===== config.mk =====
export PLATFORM = sky130hd
export DESIGN_NAME = ram_dp_param
export DESIGN_NICKNAME = d
export VERILOG_FILES = /design/src/rtl/ram_dp_param.sv
export SDC_FILE = /design/constraint.sdc
export NUM_CORES = 1
export LEC_CHECK = 0
export CAP_MARGIN = 30
export CORE_MARGIN = 5
export CORE_UTILIZATION = 39
export DETAILED_ROUTE_END_ITERATION = 8
export PLACE_DENSITY = 0.57
export SLEW_MARGIN = 20
export SYNTH_ARGS = -nofsm -noshare
export SYNTH_HDL_FRONTEND = slang
export SYNTH_SLANG_ARGS = --single-unit
export TNS_END_PERCENT = 30

===== constraint.sdc =====
create_clock -name clk -period 2.8 [get_ports clk]
set_input_delay 0.56 -clock clk [delete_from_list [all_inputs] [get_ports clk]]
set_output_delay 0.56 -clock clk [all_outputs]
set_load 0.03 [all_outputs]

===== src/rtl/ram_dp_param.sv =====
// Single-clock simple-dual-port RAM with a hardware clear sequencer that runs after every reset.
// Optional per-word even parity is enabled by defining RAM_PARITY_EN.
module ram_dp_param #(
    parameter int unsigned            DATA_WIDTH = 8,
    parameter int unsigned            ADDR_WIDTH = 4,
    parameter logic [DATA_WIDTH-1:0]  INIT_VALUE = '0
) (
    input  logic                  clk,
    input  logic                  rst,
    input  logic                  wr_enb,
    input  logic [ADDR_WIDTH-1:0] wr_addr,
    input  logic [DATA_WIDTH-1:0] data_in,
    input  logic                  rd_enb,
    input  logic [ADDR_WIDTH-1:0] rd_addr,
    output logic [DATA_WIDTH-1:0] data_out,
    output logic                  rd_valid,
    output logic                  init_busy
`ifdef RAM_PARITY_EN
    ,
    output logic                  parity_err
`endif
);

    localparam int unsigned DEPTH = 2 ** ADDR_WIDTH;
`ifdef RAM_PARITY_EN
    localparam int unsigned WORD_W = DATA_WIDTH + 1;
`else
    localparam int unsigned WORD_W = DATA_WIDTH;
`endif

    typedef enum logic [0:0] {StInit, StReady} state_e;

    state_e                  state_q;
    logic [ADDR_WIDTH-1:0]   init_cnt_q;
    logic [WORD_W-1:0]       mem [DEPTH];

    logic                    mem_we;
    logic [ADDR_WIDTH-1:0]   mem_waddr;
    logic [DATA_WIDTH-1:0]   mem_wdata;
    logic [WORD_W-1:0]       mem_wword;
    logic                    rd_accept;
    logic                    collision;
    logic [WORD_W-1:0]       rd_word;

    // The sequencer owns the write port while initialising; user requests are dropped.
    always_comb begin
        mem_we    = 1'b0;
        mem_waddr = wr_addr;
        mem_wdata = data_in;
        if (state_q == StInit) begin
            mem_we    = 1'b1;
            mem_waddr = init_cnt_q;
            mem_wdata = INIT_VALUE;
        end else if (wr_enb) begin
            mem_we = 1'b1;
        end
    end

`ifdef RAM_PARITY_EN
    assign mem_wword = {^mem_wdata, mem_wdata};
`else
    assign mem_wword = mem_wdata;
`endif

    assign rd_accept = (state_q == StReady) && rd_enb;
    assign collision = rd_accept && wr_enb && (wr_addr == rd_addr);
    // Write-first: a same-address read sees the word being written this edge.
    assign rd_word   = collision ? mem_wword : mem[rd_addr];

    // No reset on the array: contents are left alone while rst is high.
    always_ff @(posedge clk) begin
        if (!rst && mem_we) begin
            mem[mem_waddr] <= mem_wword;
        end
    end

    always_ff @(posedge clk) begin
        if (rst) begin
            state_q    <= StInit;
            init_cnt_q <= '0;
            init_busy  <= 1'b1;
            data_out   <= '0;
            rd_valid   <= 1'b0;
        end else begin
            rd_valid <= rd_accept;
            if (rd_accept) begin
                data_out <= rd_word[DATA_WIDTH-1:0];
            end
            unique case (state_q)
                StInit: begin
                    init_cnt_q <= init_cnt_q + ADDR_WIDTH'(1);
                    if (init_cnt_q == '1) begin
                        state_q   <= StReady;
                        init_busy <= 1'b0;
                    end
                end
                StReady: begin
                    state_q <= StReady;
                end
                default: begin
                    state_q <= StInit;
                end
            endcase
        end
    end

`ifdef RAM_PARITY_EN
    logic rd_par_bad;

    // Stored bit is even parity over the data, so any odd total flags corruption.
    assign rd_par_bad = rd_word[DATA_WIDTH] ^ (^rd_word[DATA_WIDTH-1:0]);

    always_ff @(posedge clk) begin
        if (rst) begin
            parity_err <= 1'b0;
        end else begin
            parity_err <= rd_accept && rd_par_bad;
        end
    end
`endif

endmodule


==> results of run 1 <==
## synth_stat cells
master    count  area share
a32oi_1       1      0.0015
inv_1        11      0.0072
o22ai_1       1      0.0011
o221ai_1      8       0.012
mux4_2       32        0.13
a21oi_1       2      0.0018
nor2b_1       5      0.0055
xor2_1        1      0.0015
or4_1         1      0.0013
ha_1          1      0.0022
nand2_1      16       0.011
a21o_1        1      0.0013
o21ai_0       1     0.00088
buf_2         5      0.0044
buf_6         1      0.0020
buf_1         2      0.0013
nor2_1       34       0.022
clkbuf_1      9      0.0059
nor3_1        1     0.00088
and2_1        9      0.0099
a31oi_1       2      0.0022
xnor2_1       6      0.0092
a22o_1       16       0.025
mux2i_1       4      0.0070
o41ai_4       1      0.0048
edfxtp_1    128        0.67
and3b_1       1      0.0015
nand3_1       4      0.0035
o32a_1        1      0.0018
dfxtp_1      15       0.053
## sequential cells by signal, summed over array words and instances (netlist names)
signal,flops
mem,128
data_out,8
init_cnt_q,4
init_busy,1
rd_valid,1
state_q,1
## report_power, final
group | total [mW] | switching [mW] | internal (mW)
sequential | 2.33 | 0.0116 | 2.32
clock | 2.19 | 0.803 | 1.39
combinational | 0.242 | 0.124 | 0.118
## worst paths after layout
| path | from | end | cells past startpoint |
|---|---|---|---|
| setup / recovery | wr_enb | mem[6][1]$_DFFE_PP_ | 5 |
| hold reg to reg | init_busy$_SDFFE_PP1P_ | init_busy$_SDFFE_PP1P_ | 1 |
| hold / removal | init_busy$_SDFFE_PP1P_ | init_busy$_SDFFE_PP1P_ | 1 |
| setup reg to reg | state_q$_SDFF_PP0_ | mem[6][1]$_DFFE_PP_ | 3 |
## kinds of logic after synthesis
kind of cell             after synthesis
XOR/XNOR                               7
AND/OR/NAND/NOR                       71
adder cells (fa/ha/maj)                1
multiplexers                          36
buffers and inverters                 28
AO/OA/AOI/OAI                         34
flip-flops                           143
## through the flow
stage	hold slack, ns	setup WS (ns)	instances
after global placement	0.4364	0.3122	542
final	0.4661	0.6800	574
after global routing	0.4942	0.4530	574
after CTS	0.4741	0.6175	574
after floorplan	0.4926	0.6993	320
after detailed placement	0.4558	0.2480	542
## layout make-up
class                      count  area share
sequential                   143      0.5962
tap                          184     0.03312
clock inverter                12     0.02070
timing repair buffer          55     0.07273
multi-input combinational    149      0.2085
inverter                      11    0.005941
clock buffer                  20     0.06283
## layer usage
metal | wire (microns) | global-route usage | vias to the layer above
met2 | 5961 | 0.2401 | 102
met4 | 266 | 0.07139 | 0
met3 | 896 | 0.03496 | 18
met5 | 0 | 0 | -
li1 | - | - | 1378
met1 | 5286 | 0.2132 | 1558
## critical path: stages
cell and delay (ns):
clkdlybuf4s50_1 0.53, nand2_1 0.08, o22ai_1 0.18, nand2_1 0.20, nor2_1 0.61
==> results by group, run 1 <==
Logic synthesis
  • Post-Syn Area: 5712 sq um
  • Area fraction in compound gates after synthesis: 0.05214
  • Largest family of logic cells by synthesized area: multiplexers
  • Syn Inst Count: 320
  • Syn nets: 341
  • Sequential element share of the synthesized area: 0.7255
  • Mux cell area share after synthesis: 0.1332
  • Post-synthesis simple-gate area fraction: 0.05542
  • Count of cell types in the netlist: 30
  • Post-Synthesis Mean Instance Area: 17.85 sq um
  • Yosys reg bits: around 140
  • Post-Synth Adder-Cell Area: 0.002191
  • Xor and xnor area share after synthesis: 0.01073
  • Ys Warns: 0

Clock network
  • Root Buffer: clkbuf_16
  • Clock Tree Buf Depth: 2
  • H-tree Lvls: 4
  • Reg clk slew, reported paths: 0.05 ns
  • Insertion delay to the later sink of the worst-skew pair: just over 0.4 ns
  • Post-CTS Setup Bufs: 0
  • PostCTS Resize Cnt: 0
  • CTS tree: yes
  • TritonCTS Sinks: between 100 and 150
  • Cts-stage hold buffer count: 0
  • Inserted Clock Buffers: 17

STA
  • Rel. slew slack: 0.5103
  • Final Hold Viols: 0
  • Total negative slack: 0 ns
  • RSZ-0062 raised after global routing: no
  • Fin crit share: 0.7571
  • Period minus WS final: roughly 2.1 ns
  • Final setup viols: 0
  • Tightest Pin Transition: 0.7345 ns
  • Max Slew Vio Count: 0
  • Fmax: between 400 and 500 MHz
  • Clk_skew: 0.006913 ns

Global route
  • Initial antenna violation count: 0
  • Largest net degree at the start of global routing: 34
  • Vias in the first global route: 3,199
  • Global route total overflow: 0
  • GRT Util Overall: 0.1562
  • First-pass GRT wire length: between 15,000 and 20,000 microns

Layout
  • Share of cells above drive strength 1: 0.2231
  • Multi-input logic area: between 1000 and 1500 sq um
  • Layout fillers: ~1,200
  • Most frequent cells in the layout: edfxtp_1, nor2_1, mux4_2, clkdlybuf4s50_1, buf_4
  • Diode count: 0
  • Layout Nets: 398
  • Core Util, Final: 0.4819
  • Commonest non-fill, non-tap cell in the layout: edfxtp_1
  • Post-route cell area: 6950 sq um
  • Layout area overhead: 21.69%
  • Seq. cell area: 4144 sq um

Detailed routing
  • Drt first pass iters: 4
  • Residual DRC count: 0
  • Via count: roughly 3,000
  • Routed vias/inst: 5.324
  • Iter 0 DRT Violations: between 200 and 300
  • Final ANT Viol Nets: 0
  • WL/cell: roughly 22 microns
  • DRT Wirelength: 12,410 microns

Placement
  • Final GP Congestion: 0.7980
  • DP HPWL: 8185 microns
  • DP Area: 6370 sq um
  • Port Buffers: 29

Critical path
  • Critical Path Fanout Max: 8
  • Crit Path Category: in2reg
  • Crit. End Element: register
  • Worst reg2reg setup slack: a little under 0.7 ns
  • Critical Path AT: 2.16 ns
  • Crit path launch type: primary input
  • Required time at the worst-slack endpoint: 2.84 ns

Die
  • Core area: 14,420 sq um
  • Die height: ~130 microns
  • Die ar.: 17,170 sq um
  • Rows: 44
  • Die W: 131.0 microns
  • Ports: 30
  • Initial core utilization: 0.3960

Outcome
  • Status: finished clean

Power
  • Leak Pwr: 2.404 nW
  • Total power: 4.765 mW
  • VDD IR max: 0.0003844 V
  • Power per cell area: 685.6 nW/um^2

Hold path
  • Hold Crit Class: reg2reg

Run
  • MaxCap Viol Count: 0
(Power assumes the default switching activity.)
==> inputs of run 2 (changes only) <==
- PLACE_DENSITY: 0.57 -> 0.59
- clock period: 2.8 -> 1.95 ns (I/O delays scaled with it)
==> results by group, run 2 (synthesis gave the netlist of run 1 again) <==
Layout
  • Most frequent cells in the layout: edfxtp_1, buf_4, nor2_1, mux4_2, clkdlybuf4s50_1 (was edfxtp_1, nor2_1, mux4_2, clkdlybuf4s50_1, buf_4)
  • Post-route cell area: 7149 sq um (was 6950 sq um)
  • Layout area overhead: 25.17% (was 21.69%)
  • Share of cells above drive strength 1: 0.2701 (was 0.2231)
  • Top Registers: mem (128), data_out (8), init_cnt_q (4) (unchanged)
  • Max reg flops: 128 (unchanged)
  • Layout Nets: 419 (was 398)
  • Diode count: 0 (unchanged)
  • Seq. cell area: 4145 sq um (was 4144 sq um)
  • Multi-input logic area: 1453 sq um (was 1449 sq um)
  • Top reg by flops: mem (unchanged)
  • Commonest non-fill, non-tap cell in the layout: edfxtp_1 (unchanged)
  • Layout fillers: 1,178 (was 1,206)
  • Fin cells: 595 (was 574)

Detailed routing
  • DRT Wirelength: 12,370 microns (was 12,410 microns)
  • Drt first pass iters: 4 (unchanged)
  • WL/cell: 20.79 microns (was 21.62 microns)
  • Final ANT Viol Nets: 0 (unchanged)
  • Iter 0 DRT Violations: 243 (was 265)
  • Routed vias/inst: 5.218 (was 5.324)
  • Via count: 3,105 (was 3,056)
  • Residual DRC count: 0 (unchanged)

Die
  • Die W: 131.0 microns (unchanged)
  • Core area: 14,420 sq um (unchanged)
  • Rows: 44 (unchanged)
  • Die ar.: 17,170 sq um (unchanged)
  • Die height: 131.0 microns (unchanged)
  • Ports: 30 (unchanged)
  • Initial core utilization: 0.3960 (unchanged)

Global route
  • First-pass GRT wire length: 18,740 microns (was 19,030 microns)
  • GRT Util Overall: 0.1526 (was 0.1562)
  • Largest net degree at the start of global routing: 23 (was 34)
  • Global route total overflow: 0 (unchanged)
  • Vias in the first global route: 3,235 (was 3,199)
  • Initial antenna violation count: 0 (unchanged)

Power
  • Power per cell area: 964.7 nW/um^2 (was 685.6 nW/um^2)
  • VDD IR max: 0.0006283 V (was 0.0003844 V)
  • Total power: 6.897 mW (was 4.765 mW)
  • Leak Pwr: 2.530 nW (was 2.404 nW)

Clock network
  • Inserted Clock Buffers: 17 (unchanged)
  • TritonCTS Sinks: 143 (unchanged)
  • Insertion delay to the later sink of the worst-skew pair: 0.41 ns (about the same)
  • Root Buffer: clkbuf_16 (unchanged)
  • CTS tree: yes (unchanged)
  • H-tree Lvls: 4 (unchanged)
  • Reg clk slew, reported paths: 0.06 ns (was 0.05 ns)
  • Clock Tree Buf Depth: 2 (unchanged)

Run
  • MaxCap Viol Count: 0 (unchanged)

STA
  • Fin crit share: 0.9533
  • Clk_skew: 0.006352 ns (was 0.006913 ns)
  • Final setup viols: 0 (unchanged)
  • Final Hold Viols: 0 (unchanged)
  • Rel. slew slack: 0.4950 (was 0.5103)
  • Total negative slack: 0 ns (unchanged)
  • Period minus WS final: roughly 1.9 ns
  • PnR worst setup slack: 0.09101 ns (was 0.6800 ns)
  • Max Slew Vio Count: 0 (unchanged)
  • Fmax: 537.9 MHz
  • Tightest Pin Transition: 0.7560 ns (was 0.7345 ns)

Placement
  • DP HPWL: 8250 microns (was 8185 microns)
  • Final GP Congestion: 0.7848 (was 0.7980)
  • Cells after DPL: 563 (was 542)
  • Pre-CTS setup slack: -0.2957 ns (was 0.2480 ns)
  • Port Buffers: 29 (unchanged)
  • DP Area: 6565 sq um (was 6370 sq um)

Critical path
  • Crit. End Element: output pin (was register)
  • CP top delay family: buffers and inverters (was simple AND/OR/NAND/NOR gates)
  • Worst-path cell chain: clkdlybuf4s50_1 (was clkdlybuf4s50_1 -> nand2_1 -> o22ai_1 -> nand2_1 -> nor2_1)
  • Critical Path AT: 1.47 ns (was 2.16 ns)
  • Critical Path Fanout Max: 2 (was 8)
  • Crit path launch type: register (was primary input)
  • Crit path largest cell delay: 0.69 ns (was 0.61 ns)
  • Slowest-stage cell, CP: clkdlybuf4s50_1 (was nor2_1)
  • Required time at the worst-slack endpoint: 1.56 ns (was 2.84 ns)
  • Crit Path Category: reg2out (was in2reg)
  • CP bufs+invs: 1 (unchanged)

Outcome
  • Status: finished clean (unchanged)

Hold path
  • Hold Crit Class: reg2reg (unchanged)
## run 2: stage by stage
| step | utilization | hold WS [ns] |
|---|---|---|
| 3_3_place_gp | 0.4552 | 0.4637 |
| 4_1_cts | 0.4956 | 0.4810 |
| 5_1_grt | 0.4957 | 0.5142 |
| 2_1_floorplan | - | 0.4926 |
| 3_5_place_dp | 0.4552 | 0.4639 |
| 6_report | 0.4957 | 0.4838 |
## run 2: routing by layer
layer  part of all wire  vias to the layer above  track usage
met5                  0                        -            0
met4              0.014                        0      0.04416
met3              0.049                       18      0.03780
met2               0.51                       81       0.2625
met1               0.42                     1588       0.1918
li1                   -                     1418            -
## run 2: path summary, 6_finish.rpt
check                                               from                endpoint  slack (ns)  cells past startpoint
worst min register to register    init_busy$_SDFFE_PP1P_  init_busy$_SDFFE_PP1P_        0.48                      1
worst max-delay path            data_out[3]$_SDFFE_PP0P_             data_out[3]        0.09                      1
worst min-delay path              init_busy$_SDFFE_PP1P_  init_busy$_SDFFE_PP1P_        0.48                      1
worst max register to register        state_q$_SDFF_PP0_    mem[10][2]$_DFFE_PP_        0.11                      6
## run 2: cell type report
class | count | area share
Inverter | 11 | 0.005775
Multi-Input combinational cell | 149 | 0.2032
Clock inverter | 12 | 0.01995
Timing Repair Buffer | 76 | 0.09800
Clock buffer | 20 | 0.06108
Sequential cell | 143 | 0.5798
Tap cell | 184 | 0.03220
## run 2: repair_timing
item                                    4_1_cts  5_1_grt
hold buffers                                  0        0
endpoints found under the setup margin        8      101
resized for setup                             1        1
setup buffers                                 0        0
## run 2: worst register-to-register path, stage by stage (launching register included)
cell     delay [ns]
dfxtp_2        0.41
mux2i_2        0.31
buf_4          0.16
nor2b_1        0.16
nand2_1        0.13
nor2_1         0.16
buf_4          0.21
## run 2: report_power, final
part / switching, mW / total [mW] / internal, mW
Combinational: 0.187 / 0.382 / 0.195
Clock: 1.17 / 3.17 / 2.00
Sequential: 0.0105 / 3.34 / 3.33
Total: 1.37 / 6.90 / 5.53
==> inputs of run 3 (changes only) <==
- CORE_MARGIN: 5 -> 3
- SLEW_MARGIN: 20 -> 40
==> results by group, run 3 (synthesis gave the netlist of run 1 again) <==
Outcome
  • Status: finished clean (unchanged)

STA
  • Final Hold Viols: 0 (unchanged)
  • Max Slew Vio Count: 0 (unchanged)
  • Fmax: 533.3 MHz (was 537.9 MHz)
  • Clk_skew: 0.005456 ns (was 0.006352 ns)
  • Tightest Pin Transition: 0.7959 ns (was 0.7560 ns)
  • Total negative slack: 0 ns (unchanged)
  • Period minus WS final: 1.875 ns (was 1.859 ns)
  • Fin crit share: 0.9617 (was 0.9533)
  • Rel. slew slack: 0.4694 (was 0.4950)
  • RSZ-0062 raised after global routing: no
  • Final setup viols: 0 (unchanged)
  • Hold Slack: 0.4528 ns (was 0.4838 ns)

Hold path
  • Hold EP: init_busy$_SDFFE_PP1P_ (unchanged)
  • Hold Crit Class: reg2reg (unchanged)
  • Hold Path Origin: init_busy$_SDFFE_PP1P_ (unchanged)
  • WHS Path Cells: 1 (unchanged)

Global route
  • Largest net degree at the start of global routing: 18 (was 23)
  • Global route total overflow: 0 (unchanged)
  • Initial antenna violation count: 0 (unchanged)
  • First-pass GRT wire length: 20,020 microns (was 18,740 microns)
  • Vias in the first global route: 3,267 (was 3,235)
  • GRT Util Overall: 0.1732 (was 0.1526)

Critical path
  • Worst-path cell chain: clkdlybuf4s50_1 -> buf_4 -> nor2b_1 -> a22o_1 -> nor2_1 -> o221ai_1 (was clkdlybuf4s50_1)
  • Crit path launch type: primary input (was register)
  • R2R Path Start: state_q$_SDFF_PP0_ (unchanged)
  • Crit. End Element: register (was output pin)
  • Worst reg2reg path endpoint: data_out[3]$_SDFFE_PP0P_ (was mem[10][2]$_DFFE_PP_)
  • Slowest-stage cell, CP: nor2b_1 (was clkdlybuf4s50_1)
  • Required time at the worst-slack endpoint: 2.29 ns (was 1.56 ns)
  • Critical Path Fanout Max: 8 (was 2)
  • Critical Path AT: 2.21 ns (was 1.47 ns)
  • Worst reg2reg setup slack: 0.14 ns (was 0.11 ns)
  • Crit Path Category: in2reg (was reg2out)
  • Crit path largest cell delay: 0.60 ns (was 0.69 ns)
  • Depth of the worst register-to-register path: 6 (unchanged)

Detailed routing
  • Routed vias/inst: 5.227 (was 5.218)
  • Final ANT Viol Nets: 0 (unchanged)
  • Iter 0 DRT Violations: 261 (was 243)
  • Via count: 3,136 (was 3,105)
  • DRT Wirelength: 12,910 microns (was 12,370 microns)
  • Drt first pass iters: 5 (was 4)
  • Residual DRC count: 0 (unchanged)
  • WL/cell: 21.51 microns (was 20.79 microns)

Layout
  • Top Registers: mem (128), data_out (8), init_cnt_q (4) (unchanged)
  • Max reg flops: 128 (unchanged)
  • Commonest non-fill, non-tap cell in the layout: edfxtp_1 (unchanged)
  • Diode count: 0 (unchanged)
  • Layout area overhead: 26.99% (was 25.17%)
  • Share of cells above drive strength 1: 0.2786 (was 0.2701)
  • Most frequent cells in the layout: edfxtp_1, buf_4, nor2_1, mux4_2, clkdlybuf4s50_1 (unchanged)
  • Layout Nets: 428 (was 419)
  • Top reg by flops: mem (unchanged)

Placement
  • Final GP Congestion: 0.8031 (was 0.7848)
  • Port Buffers: 29 (unchanged)
  • DP HPWL: 8813 microns (was 8250 microns)

Clock network
  • Root Buffer: clkbuf_16 (unchanged)
  • CTS tree: yes (unchanged)
  • Inserted Clock Buffers: 17 (unchanged)
  • H-tree Lvls: 4 (unchanged)
  • TritonCTS Sinks: 143 (unchanged)
  • Insertion delay to the later sink of the worst-skew pair: 0.42 ns (was 0.41 ns)
  • Clock Tree Buf Depth: 2 (unchanged)
  • Cts-stage hold buffer count: 0 (unchanged)
  • Reg clk slew, reported paths: 0.06 ns (about the same)

Power
  • Leak Pwr: 2.592 nW (was 2.530 nW)
  • Total power: 7.107 mW (was 6.897 mW)
  • VDD IR max: 0.0005924 V (was 0.0006283 V)
  • Power per cell area: 979.8 nW/um^2 (was 964.7 nW/um^2)

Die
  • Rows: 43 (was 44)
  • Ports: 30 (unchanged)
  • Core area: 14,100 sq um (was 14,420 sq um)
  • Die W: 127.0 microns (was 131.0 microns)
  • Die ar.: 16,130 sq um (was 17,170 sq um)
  • Initial core utilization: 0.4052 (was 0.3960)
  • Die height: 127.0 microns (was 131.0 microns)

Run
  • MaxCap Viol Count: 0 (unchanged)
run 3: metal layers:
metal	wire (microns)	track usage	vias up
li1	-	-	1440
met1	5970	0.2434	1596
met2	6018	0.2547	77
met3	592	0.04599	23
met4	325	0.07886	0
met5	0	0	-
run 3: cell type report:
class	instances	area, sq um
clock inverters	8	137.6
well taps	180	225.2
inverters	11	41.29
fillers	1160	6843
repair buffers	85	768.2
clock buffers	24	471.7
multi-input cells	149	1461
flip-flops and latches	143	4148
run 3: worst max path at each step:
stage / startpoint / to / slack (ns) / cells past startpoint
5_1_grt: rd_addr[3] / data_out[3]$_SDFFE_PP0P_ / 0.007 / 6
4_1_cts: data_out[1]$_SDFFE_PP0P_ / data_out[1] / 0.05 / 1
2_1_floorplan: rd_addr[0] / data_out[0]$_SDFFE_PP0P_ / 0.02 / 6
3_3_place_gp: rd_addr[3] / data_out[1]$_SDFFE_PP0P_ / -0.32 / 6
6_report: rd_addr[3] / data_out[4]$_SDFFE_PP0P_ / 0.07 / 6
3_5_place_dp: rd_addr[3] / data_out[1]$_SDFFE_PP0P_ / -0.35 / 6
run 3: power by group:
group,switching (mW),leakage [nW],internal (mW)
sequential,0.0120,1.37,3.33
combinational,0.197,0.923,0.214
clock,1.16,0.297,2.19
run 3: critical path: cells and delay by family:
kind,cells,cell delay (ns)
buffers and inverters,2,0.66
AO/OA/AOI/OAI,2,0.48
AND/OR/NAND/NOR,2,0.67
run 3: stage by stage:
| stage | utilization | setup WS [ns] | instances | cell area (sq um) |
|---|---|---|---|---|
| after floorplan | - | 0.01932 | 320 | 5712 |
| after global placement | 0.4702 | -0.3230 | 568 | 6628 |
| after detailed placement | 0.4702 | -0.3480 | 568 | 6628 |
| after CTS | 0.5135 | 0.04532 | 600 | 7238 |
| after global routing | 0.5146 | 0.007241 | 600 | 7253 |
| final | 0.5146 | 0.07472 | 600 | 7253 |
run 3: repair_timing:
| action | 4_1_cts | 5_1_grt |
|---|---|---|
| setup endpoints to repair | 21 | 31 |
| resized for setup | 1 | 3 |
| setup buffers | 0 | 0 |
